[config.mk]
export PLATFORM = sky130hd
export DESIGN_NAME = adder_entry_sequencer
export DESIGN_NICKNAME = d
export VERILOG_FILES = /design/src/rtl/adder_seq_pkg.sv /design/src/rtl/button_debouncer.sv /design/src/rtl/adder_entry_sequencer.sv
export SDC_FILE = /design/constraint.sdc
export NUM_CORES = 1
export LEC_CHECK = 0
export ABC_AREA = 1
export CORE_MARGIN = 5
export CORE_UTILIZATION = 46
export DETAILED_ROUTE_END_ITERATION = 12
export PLACE_DENSITY = 0.68
export RECOVER_POWER = 25
export SLEW_MARGIN = 10
export SYNTH_ARGS = -nofsm -noshare
export SYNTH_HDL_FRONTEND = slang
export SYNTH_SLANG_ARGS = --single-unit
[constraint.sdc]
create_clock -name clk -period 3.4 [get_ports clk]
set_input_delay 0.34 -clock clk [delete_from_list [all_inputs] [get_ports clk]]
set_output_delay 0.34 -clock clk [all_outputs]
set_load 0.02 [all_outputs]
[src/rtl/adder_seq_pkg.sv]
// -----------------------------------------------------------------------------
// adder_seq_pkg
//   Shared types and constants for the adder entry sequencer.
//   - state_t     : sequencer states; the encoding is visible on state_o.
//   - BLANK_*     : per-state digit blank masks, [3]=A [2]=B [1]=cout [0]=sum,
//                   where 1 switches the digit off.
//   - blank_for() : maps a state to its blank mask.
// -----------------------------------------------------------------------------
package adder_seq_pkg;

    typedef enum logic [1:0] {
        S_A    = 2'd0,
        S_B    = 2'd1,
        S_CALC = 2'd2,
        S_SUM  = 2'd3
    } state_t;

    localparam logic [3:0] BLANK_A    = 4'b0111;  // only A visible
    localparam logic [3:0] BLANK_B    = 4'b0011;  // A and B visible
    localparam logic [3:0] BLANK_CALC = 4'b0011;  // result not captured yet
    localparam logic [3:0] BLANK_SUM  = 4'b0000;  // everything visible

    function automatic logic [3:0] blank_for(input state_t s);
        logic [3:0] mask;
        case (s)
            S_A:     mask = BLANK_A;
            S_B:     mask = BLANK_B;
            S_CALC:  mask = BLANK_CALC;
            S_SUM:   mask = BLANK_SUM;
            default: mask = BLANK_A;
        endcase
        return mask;
    endfunction

endpackage

[src/rtl/button_debouncer.sv]
// -----------------------------------------------------------------------------
// button_debouncer
//   Debounces one raw active-low key that is asynchronous to clk.
//   The key is brought in through a 2-flop synchroniser and inverted to
//   active-high. The accepted level flips only after DEBOUNCE_CYCLES
//   consecutive cycles in which the synchronised level differs from it.
//   press_pulse is a registered one-cycle pulse on an accepted
//   released->pressed transition. Releases do not pulse.
//
//   Ports
//     clk          in   system clock
//     reset        in   asynchronous active-high reset
//     raw_n        in   raw key, low = pressed
//     level        out  accepted level, 1 = pressed
//     press_pulse  out  one-cycle pulse when a press is accepted
// -----------------------------------------------------------------------------
module button_debouncer #(
    parameter int DEBOUNCE_CYCLES = 500000
) (
    input  logic clk,
    input  logic reset,
    input  logic raw_n,
    output logic level,
    output logic press_pulse
);

    // The counter only has to reach DEBOUNCE_CYCLES-1.
    localparam int CNT_W = (DEBOUNCE_CYCLES > 1) ? $clog2(DEBOUNCE_CYCLES) : 1;
    localparam logic [CNT_W-1:0] CNT_LAST = CNT_W'(DEBOUNCE_CYCLES - 1);

    logic [1:0]       sync_q;
    logic             pressed_s;
    logic             level_q, level_d;
    logic [CNT_W-1:0] cnt_q, cnt_d;
    logic             pulse_q, pulse_d;

    // Synchroniser. It resets to the released (high) level, so a key held
    // through reset is seen as a new press once reset is released.
    // NOTE: sequential state uses non-blocking assignments only, so every
    // flop samples the values from before the edge regardless of block order.
    always_ff @(posedge clk or posedge reset) begin
        if (reset) begin
            sync_q <= 2'b11;
        end else begin
            sync_q <= {sync_q[0], raw_n};
        end
    end

    assign pressed_s = ~sync_q[1];

    // NOTE: every signal assigned here gets a default first, so no path can
    // leave it unassigned and infer a latch.
    always_comb begin
        level_d = level_q;
        cnt_d   = cnt_q;
        pulse_d = 1'b0;
        if (pressed_s == level_q) begin
            // Agreement with the accepted level restarts the run.
            cnt_d = '0;
        end else if (cnt_q == CNT_LAST) begin
            level_d = pressed_s;
            cnt_d   = '0;
            pulse_d = pressed_s;
        end else begin
            cnt_d = cnt_q + 1'b1;
        end
    end

    always_ff @(posedge clk or posedge reset) begin
        if (reset) begin
            level_q <= 1'b0;
            cnt_q   <= '0;
            pulse_q <= 1'b0;
        end else begin
            level_q <= level_d;
            cnt_q   <= cnt_d;
            pulse_q <= pulse_d;
        end
    end

    assign level       = level_q;
    assign press_pulse = pulse_q;

endmodule

[src/rtl/adder_entry_sequencer.sv]
// -----------------------------------------------------------------------------
// adder_entry_sequencer
//   Sequences operand entry for an external WIDTH-bit adder. The operator
//   sets A on the Hex switches and presses ENTER, then sets B and presses
//   ENTER. The result is captured one cycle later and shown until the next
//   ENTER. CLEAR returns to operand A entry from any state.
//
//   Ports
//     clk        in   system clock
//     reset      in   asynchronous active-high reset (release synchronised here)
//     Hex        in   operand switches
//     cin_sw     in   carry-in switch
//     button     in   raw active-low keys, [0]=ENTER [1]=CLEAR
//     add_a      out  operand A to adder
//     add_b      out  operand B to adder
//     add_cin    out  carry-in to adder
//     add_sum    in   adder sum
//     add_cout   in   adder carry-out
//     disp_a     out  A digit nibble (live Hex while entering A)
//     disp_b     out  B digit nibble (live Hex while entering B)
//     disp_sum   out  sum digit nibble
//     disp_cout  out  carry digit value
//     blank      out  per-digit blank, [3]=A [2]=B [1]=cout [0]=sum
//     state_o    out  current state for LEDs/debug
// -----------------------------------------------------------------------------
module adder_entry_sequencer
    import adder_seq_pkg::*;
#(
    parameter int WIDTH           = 4,
    parameter int DEBOUNCE_CYCLES = 500000
) (
    input  logic             clk,
    input  logic             reset,
    input  logic [WIDTH-1:0] Hex,
    input  logic             cin_sw,
    input  logic [1:0]       button,
    output logic [WIDTH-1:0] add_a,
    output logic [WIDTH-1:0] add_b,
    output logic             add_cin,
    input  logic [WIDTH-1:0] add_sum,
    input  logic             add_cout,
    output logic [WIDTH-1:0] disp_a,
    output logic [WIDTH-1:0] disp_b,
    output logic [WIDTH-1:0] disp_sum,
    output logic             disp_cout,
    output logic [3:0]       blank,
    output logic [1:0]       state_o
);

    // ---------------------------------------------------------------- reset
    // Assertion reaches every flop at once; release is delayed two edges so
    // all flops leave reset in the same cycle.
    logic [1:0] rst_sync_q;
    logic       rst_int;

    always_ff @(posedge clk or posedge reset) begin
        if (reset) begin
            rst_sync_q <= 2'b11;
        end else begin
            rst_sync_q <= {rst_sync_q[0], 1'b0};
        end
    end

    assign rst_int = rst_sync_q[1];

    // -------------------------------------------------------------- buttons
    logic enter_pulse, clear_pulse;
    logic enter_level, clear_level;

    button_debouncer #(.DEBOUNCE_CYCLES(DEBOUNCE_CYCLES)) u_enter_db (
        .clk         (clk),
        .reset       (rst_int),
        .raw_n       (button[0]),
        .level       (enter_level),
        .press_pulse (enter_pulse)
    );

    button_debouncer #(.DEBOUNCE_CYCLES(DEBOUNCE_CYCLES)) u_clear_db (
        .clk         (clk),
        .reset       (rst_int),
        .raw_n       (button[1]),
        .level       (clear_level),
        .press_pulse (clear_pulse)
    );

    // Accepted levels are only for probing; the sequencer acts on pulses.
    logic unused_levels;
    assign unused_levels = enter_level ^ clear_level;

    // ------------------------------------------------------ state register
    state_t state_q, state_d;

    always_ff @(posedge clk or posedge rst_int) begin
        if (rst_int) begin
            state_q <= S_A;
        end else begin
            state_q <= state_d;
        end
    end

    // ---------------------------------------------------------- next state
    // CLEAR is tested first so it wins over a same-cycle ENTER.
    // S_CALC ignores ENTER and always lasts exactly one cycle.
    always_comb begin
        state_d = state_q;
        if (clear_pulse) begin
            state_d = S_A;
        end else begin
            case (state_q)
                S_A:     if (enter_pulse) state_d = S_B;
                S_B:     if (enter_pulse) state_d = S_CALC;
                S_CALC:  state_d = S_SUM;
                S_SUM:   if (enter_pulse) state_d = S_A;
                default: state_d = S_A;
            endcase
        end
    end

    // ------------------------------------------------------------- outputs
    logic [WIDTH-1:0] a_q, a_d, b_q, b_d, sum_q, sum_d;
    logic             cin_q, cin_d, cout_q, cout_d;
    logic [3:0]       blank_q, blank_d;

    always_comb begin
        a_d     = a_q;
        b_d     = b_q;
        cin_d   = cin_q;
        sum_d   = sum_q;
        cout_d  = cout_q;
        // The mask is registered alongside the state it belongs to.
        blank_d = blank_for(state_d);
        if (clear_pulse) begin
            a_d    = '0;
            b_d    = '0;
            cin_d  = 1'b0;
            sum_d  = '0;
            cout_d = 1'b0;
        end else begin
            case (state_q)
                S_A: if (enter_pulse) a_d = Hex;
                S_B: begin
                    if (enter_pulse) begin
                        b_d   = Hex;
                        cin_d = cin_sw;
                    end
                end
                // The adder has settled on the operands loaded last cycle.
                S_CALC: begin
                    sum_d  = add_sum;
                    cout_d = add_cout;
                end
                default: ;
            endcase
        end
    end

    always_ff @(posedge clk or posedge rst_int) begin
        if (rst_int) begin
            a_q     <= '0;
            b_q     <= '0;
            cin_q   <= 1'b0;
            sum_q   <= '0;
            cout_q  <= 1'b0;
            blank_q <= BLANK_A;
        end else begin
            a_q     <= a_d;
            b_q     <= b_d;
            cin_q   <= cin_d;
            sum_q   <= sum_d;
            cout_q  <= cout_d;
            blank_q <= blank_d;
        end
    end

    assign add_a     = a_q;
    assign add_b     = b_q;
    assign add_cin   = cin_q;
    assign disp_sum  = sum_q;
    assign disp_cout = cout_q;
    assign blank     = blank_q;
    assign state_o   = state_q;

    // The digit being entered shows the switches live; otherwise the held operand.
    assign disp_a = (state_q == S_A) ? Hex : a_q;
    assign disp_b = (state_q == S_B) ? Hex : b_q;

endmodule
==> insert_results.sql <==
INSERT INTO impl_metrics (metric_group, metric, value, unit) VALUES
('global_route', 'grt_pass1_wl', '12100', 'um'),
('timing', 'finalWorstPathRequiredPeriod', '2.309', 'ns'),
('timing', 'fmaxAchievable', '433.2', 'MHz'),
('timing', 'setup-tns-final', '0', 'ns'),
('synthesis', 'synth.yosys.seq_area_share', '49.59', '%'),
('power', 'power_leakage', '1.766', 'nW'),
('floorplanning', 'ioPinCount', '42', ''),
('place', 'detailed_place_hpwl', '5151', 'um'),
('cts', 'clk_path_buf_depth', '2', ''),
('drt', 'drcViolationCount', '0', ''),
('cts', 'cts_htree_levels', '3', ''),
('synthesis', 'yosysMostFrequentCell', 'sky130_fd_sc_hd__nor2_1', ''),
('finish', 'multi_input_area', '1474', 'um2'),
('timing', 'final_hold_viol_count', '0', ''),
('finish', 'fin_util', '57.19', '%'),
('synthesis', 'synth-async-reset-ratio', '100.0', '%'),
('critical_path', 'cp-end-kind', 'primary output', ''),
('finish', 'fill_cells', '655', ''),
('synthesis', 'synth_top_cell_area_share', '43.32', '%'),
('cts', 'numCtsBuffers', '9', ''),
('synthesis', 'synth.top_cells.by_count', 'sky130_fd_sc_hd__nor2_1, sky130_fd_sc_hd__nand2_1, sky130_fd_sc_hd__dfrtp_1', ''),
('global_route', 'grt_remaining_overflow', '0', ''),
('critical_path', 'crit_slowest_cell', 'sky130_fd_sc_hd__clkdlybuf4s50_1', ''),
('timing', 'finClkSkew', '0.002529', 'ns'),
('floorplanning', 'chipHeight', '95.35', 'um'),
('finish', 'insertedDiodeCount', '0', ''),
('drt', 'detail-route-antenna-nets', '0', ''),
('synthesis', 'synth_ff_type', 'sky130_fd_sc_hd__dfrtp_1', ''),
('floorplanning', 'num_rows', '31', ''),
('timing', 'layout_setup_ws', '1.091', 'ns'),
('drt', 'drt-pass1-iter-count', '6', ''),
('cts', 'cts_tree', 'done', ''),
('timing', 'drv_slew', '0', ''),
('synthesis', 'yosysTopAreaCell', 'sky130_fd_sc_hd__dfrtp_1', ''),
('finish', 'nNetsFinal', '479', ''),
('finish', 'seqCellArea', '1662', 'um2'),
('place', 'dpl_worst_slack', '1.389', 'ns'),
('critical_path', 'path_type_of_the_worst_setup_path', 'reg2out', ''),
('cts', 'worstSkewPairLatency', '0.34', 'ns'),
('drt', 'routed-via-count', '2779', ''),
('critical_path', 'timing.critical_path.slowest_cell_delay', '0.64', 'ns'),
('global_route', 'grt_start_max_net_pins', '29', ''),
('run', 'max_cap_violations', '0', ''),
('critical_path', 'critical-path-top-delay-family', 'buffers and inverters', ''),
('synthesis', 'synth_area_per_cell', '8.133', 'um2'),
('power', 'pwr_density_cell', '407.3', 'nW/um2'),
('cts', 'clk_pin_slew_worst_paths', '0.07', 'ns'),
('synthesis', 'number_of_register_bits_inferred_by_synthesis', '66', ''),
('cts', 'ctsResizeCount', '0', ''),
('finish', 'fraction_of_layout_instances_using_a_drive_strength_above_1', '10.68', '%'),
('floorplanning', 'die_width', '95.35', 'um'),
('floorplanning', 'floorplan.die_area', '9091', 'um2'),
('power', 'power', '0.001672', 'W'),
('place', 'total_of_buffers_placed_on_input_and_output_ports', '40', ''),
('floorplanning', 'placeableCoreArea', '7176', 'um2'),
('cts', 'cts.hold.buffers_added', '0', ''),
('synthesis', 'synth_cells', '412', ''),
('global_route', 'global_route.usage.total', '17.20', '%'),
('status', 'outcome', 'finished clean', ''),
('critical_path', 'timing.critical_path.arrival', '1.97', 'ns'),
('cts', 'tritoncts_num_sinks', '66', ''),
('timing', 'setup_viol_count_final', '0', ''),
('drt', 'wl_per_cell', '12.43', 'um'),
('cts', 'post_cts.repair.setup_buffers', '0', ''),
('synthesis', 'netlist_top_cells_area', 'sky130_fd_sc_hd__dfrtp_1, sky130_fd_sc_hd__nor2_1, sky130_fd_sc_hd__nand2_1, sky130_fd_sc_hd__dfstp_2, sky130_fd_sc_hd__inv_1', ''),
('critical_path', 'cp_cell_sequence', 'inv_1 > nand2_1 > o21ai_0 > clkdlybuf4s50_1', ''),
('timing', 'relative_slew_slack', '31.21', '%'),
('timing', 'worst_pin_slew', '1.031', 'ns'),
('timing', 'rsz0062_at_grt', 'no', ''),
('power', 'vdd_drop_max', '0.1905', 'mV'),
('synthesis', 'number_of_flops_mapped_to_enable_cells_by_yosys', '0', '');
## metal layers
layer  global-route usage, %  part of all wire [%]
met1                   22.02                    47
met2                   27.29                    46
met3                   5.209                   5.2
met4                   6.731                   1.9
met5                       0                     0
## sequential cells by signal, summed over array words and instances (netlist names)
signal,flops
add_b,4
state_o,2
u_clear_db.level,1
u_enter_db.press_pulse,1
u_clear_db.sync_q,2
add_a,4
blank,2
u_clear_db.cnt_q,19
u_enter_db.level,1
u_enter_db.sync_q,2
u_clear_db.press_pulse,1
add_cin,1
disp_cout,1
u_enter_db.cnt_q,19
rst_sync_q,2
disp_sum,4
## cell usage in the layout (no fill, tap or decap), types with 4 or more instances in the layout
master,synthesis,final
sky130_fd_sc_hd__dfrtp_1,58,58
sky130_fd_sc_hd__clkdlybuf4s50_1,0,37
sky130_fd_sc_hd__o21ai_0,19,19
sky130_fd_sc_hd__nand2_1,70,70
sky130_fd_sc_hd__xor2_1,13,13
sky130_fd_sc_hd__xnor2_1,4,4
sky130_fd_sc_hd__mux2_2,8,8
sky130_fd_sc_hd__nand2_2,5,5
sky130_fd_sc_hd__dfstp_2,8,7
sky130_fd_sc_hd__nor2_1,96,96
sky130_fd_sc_hd__inv_1,51,51
sky130_fd_sc_hd__nor2_4,4,4
sky130_fd_sc_hd__a21oi_1,7,7
sky130_fd_sc_hd__clkbuf_8,0,9
sky130_fd_sc_hd__nand3_1,37,37
## cell type report
| cell class | instances | area share [%] |
|---|---|---|
| sequential | 66 | 40.49 |
| multi-input combinational | 291 | 35.91 |
| timing repair buffer | 42 | 10.03 |
| inverter | 53 | 4.848 |
| clock buffer | 11 | 3.201 |
| tap | 99 | 3.018 |
| clock inverter | 5 | 2.500 |
## worst register-to-register path, delay by kind of cell (launching register included)
family                 cells  cell delay (ns)
DFF                        1             0.36
buffers and inverters      2             1.50
## metrics by stage
step	hold WS, ns	area (um2)	cells
floorplan	0.2515	3354	413
global placement	0.3317	3874	551
detailed placement	0.3335	3874	551
CTS	0.3024	4108	567
global route	0.3592	4104	567
finish	0.3585	4104	567
## cells by family (layout without fill, tap and decap cells)
logic type | count (synthesis) | in the layout | share of synthesized area, %
AO/OA/AOI/OAI | 31 | 31 | 4.966
XOR/XNOR | 19 | 19 | 5.415
adder cells (fa/ha/maj) | 2 | 2 | 0.7467
buffers and inverters | 56 | 111 | 6.534
flip-flops | 66 | 66 | 49.59
multiplexers | 8 | 8 | 2.689
other | 1 | 2 | 0.1119
AND/OR/NAND/NOR | 229 | 229 | 29.95
## worst paths after layout
| kind | endpoint | slack (ns) | start | cells after the start |
|---|---|---|---|---|
| hold / removal | u_clear_db.sync_q[1] | 0.36 | u_clear_db.sync_q[0] | 0 |
| max in group asynchronous | add_a[1] | 1.54 | rst_sync_q[1] | 2 |
| hold reg to reg | u_clear_db.sync_q[1] | 0.36 | u_clear_db.sync_q[0] | 0 |
| setup / recovery | disp_a[1] | 1.09 | state_o[1] | 4 |
| setup reg to reg | add_a[1] | 1.54 | rst_sync_q[1] | 2 |
| min in group asynchronous | rst_sync_q[0] | 0.45 | reset | 2 |
## power by group
part | switching, W | internal (W)
sequential | 0.00000656 | 0.000797
clock | 0.000310 | 0.000487
combinational | 0.0000424 | 0.0000283
Power figures use the tool's default switching activity.
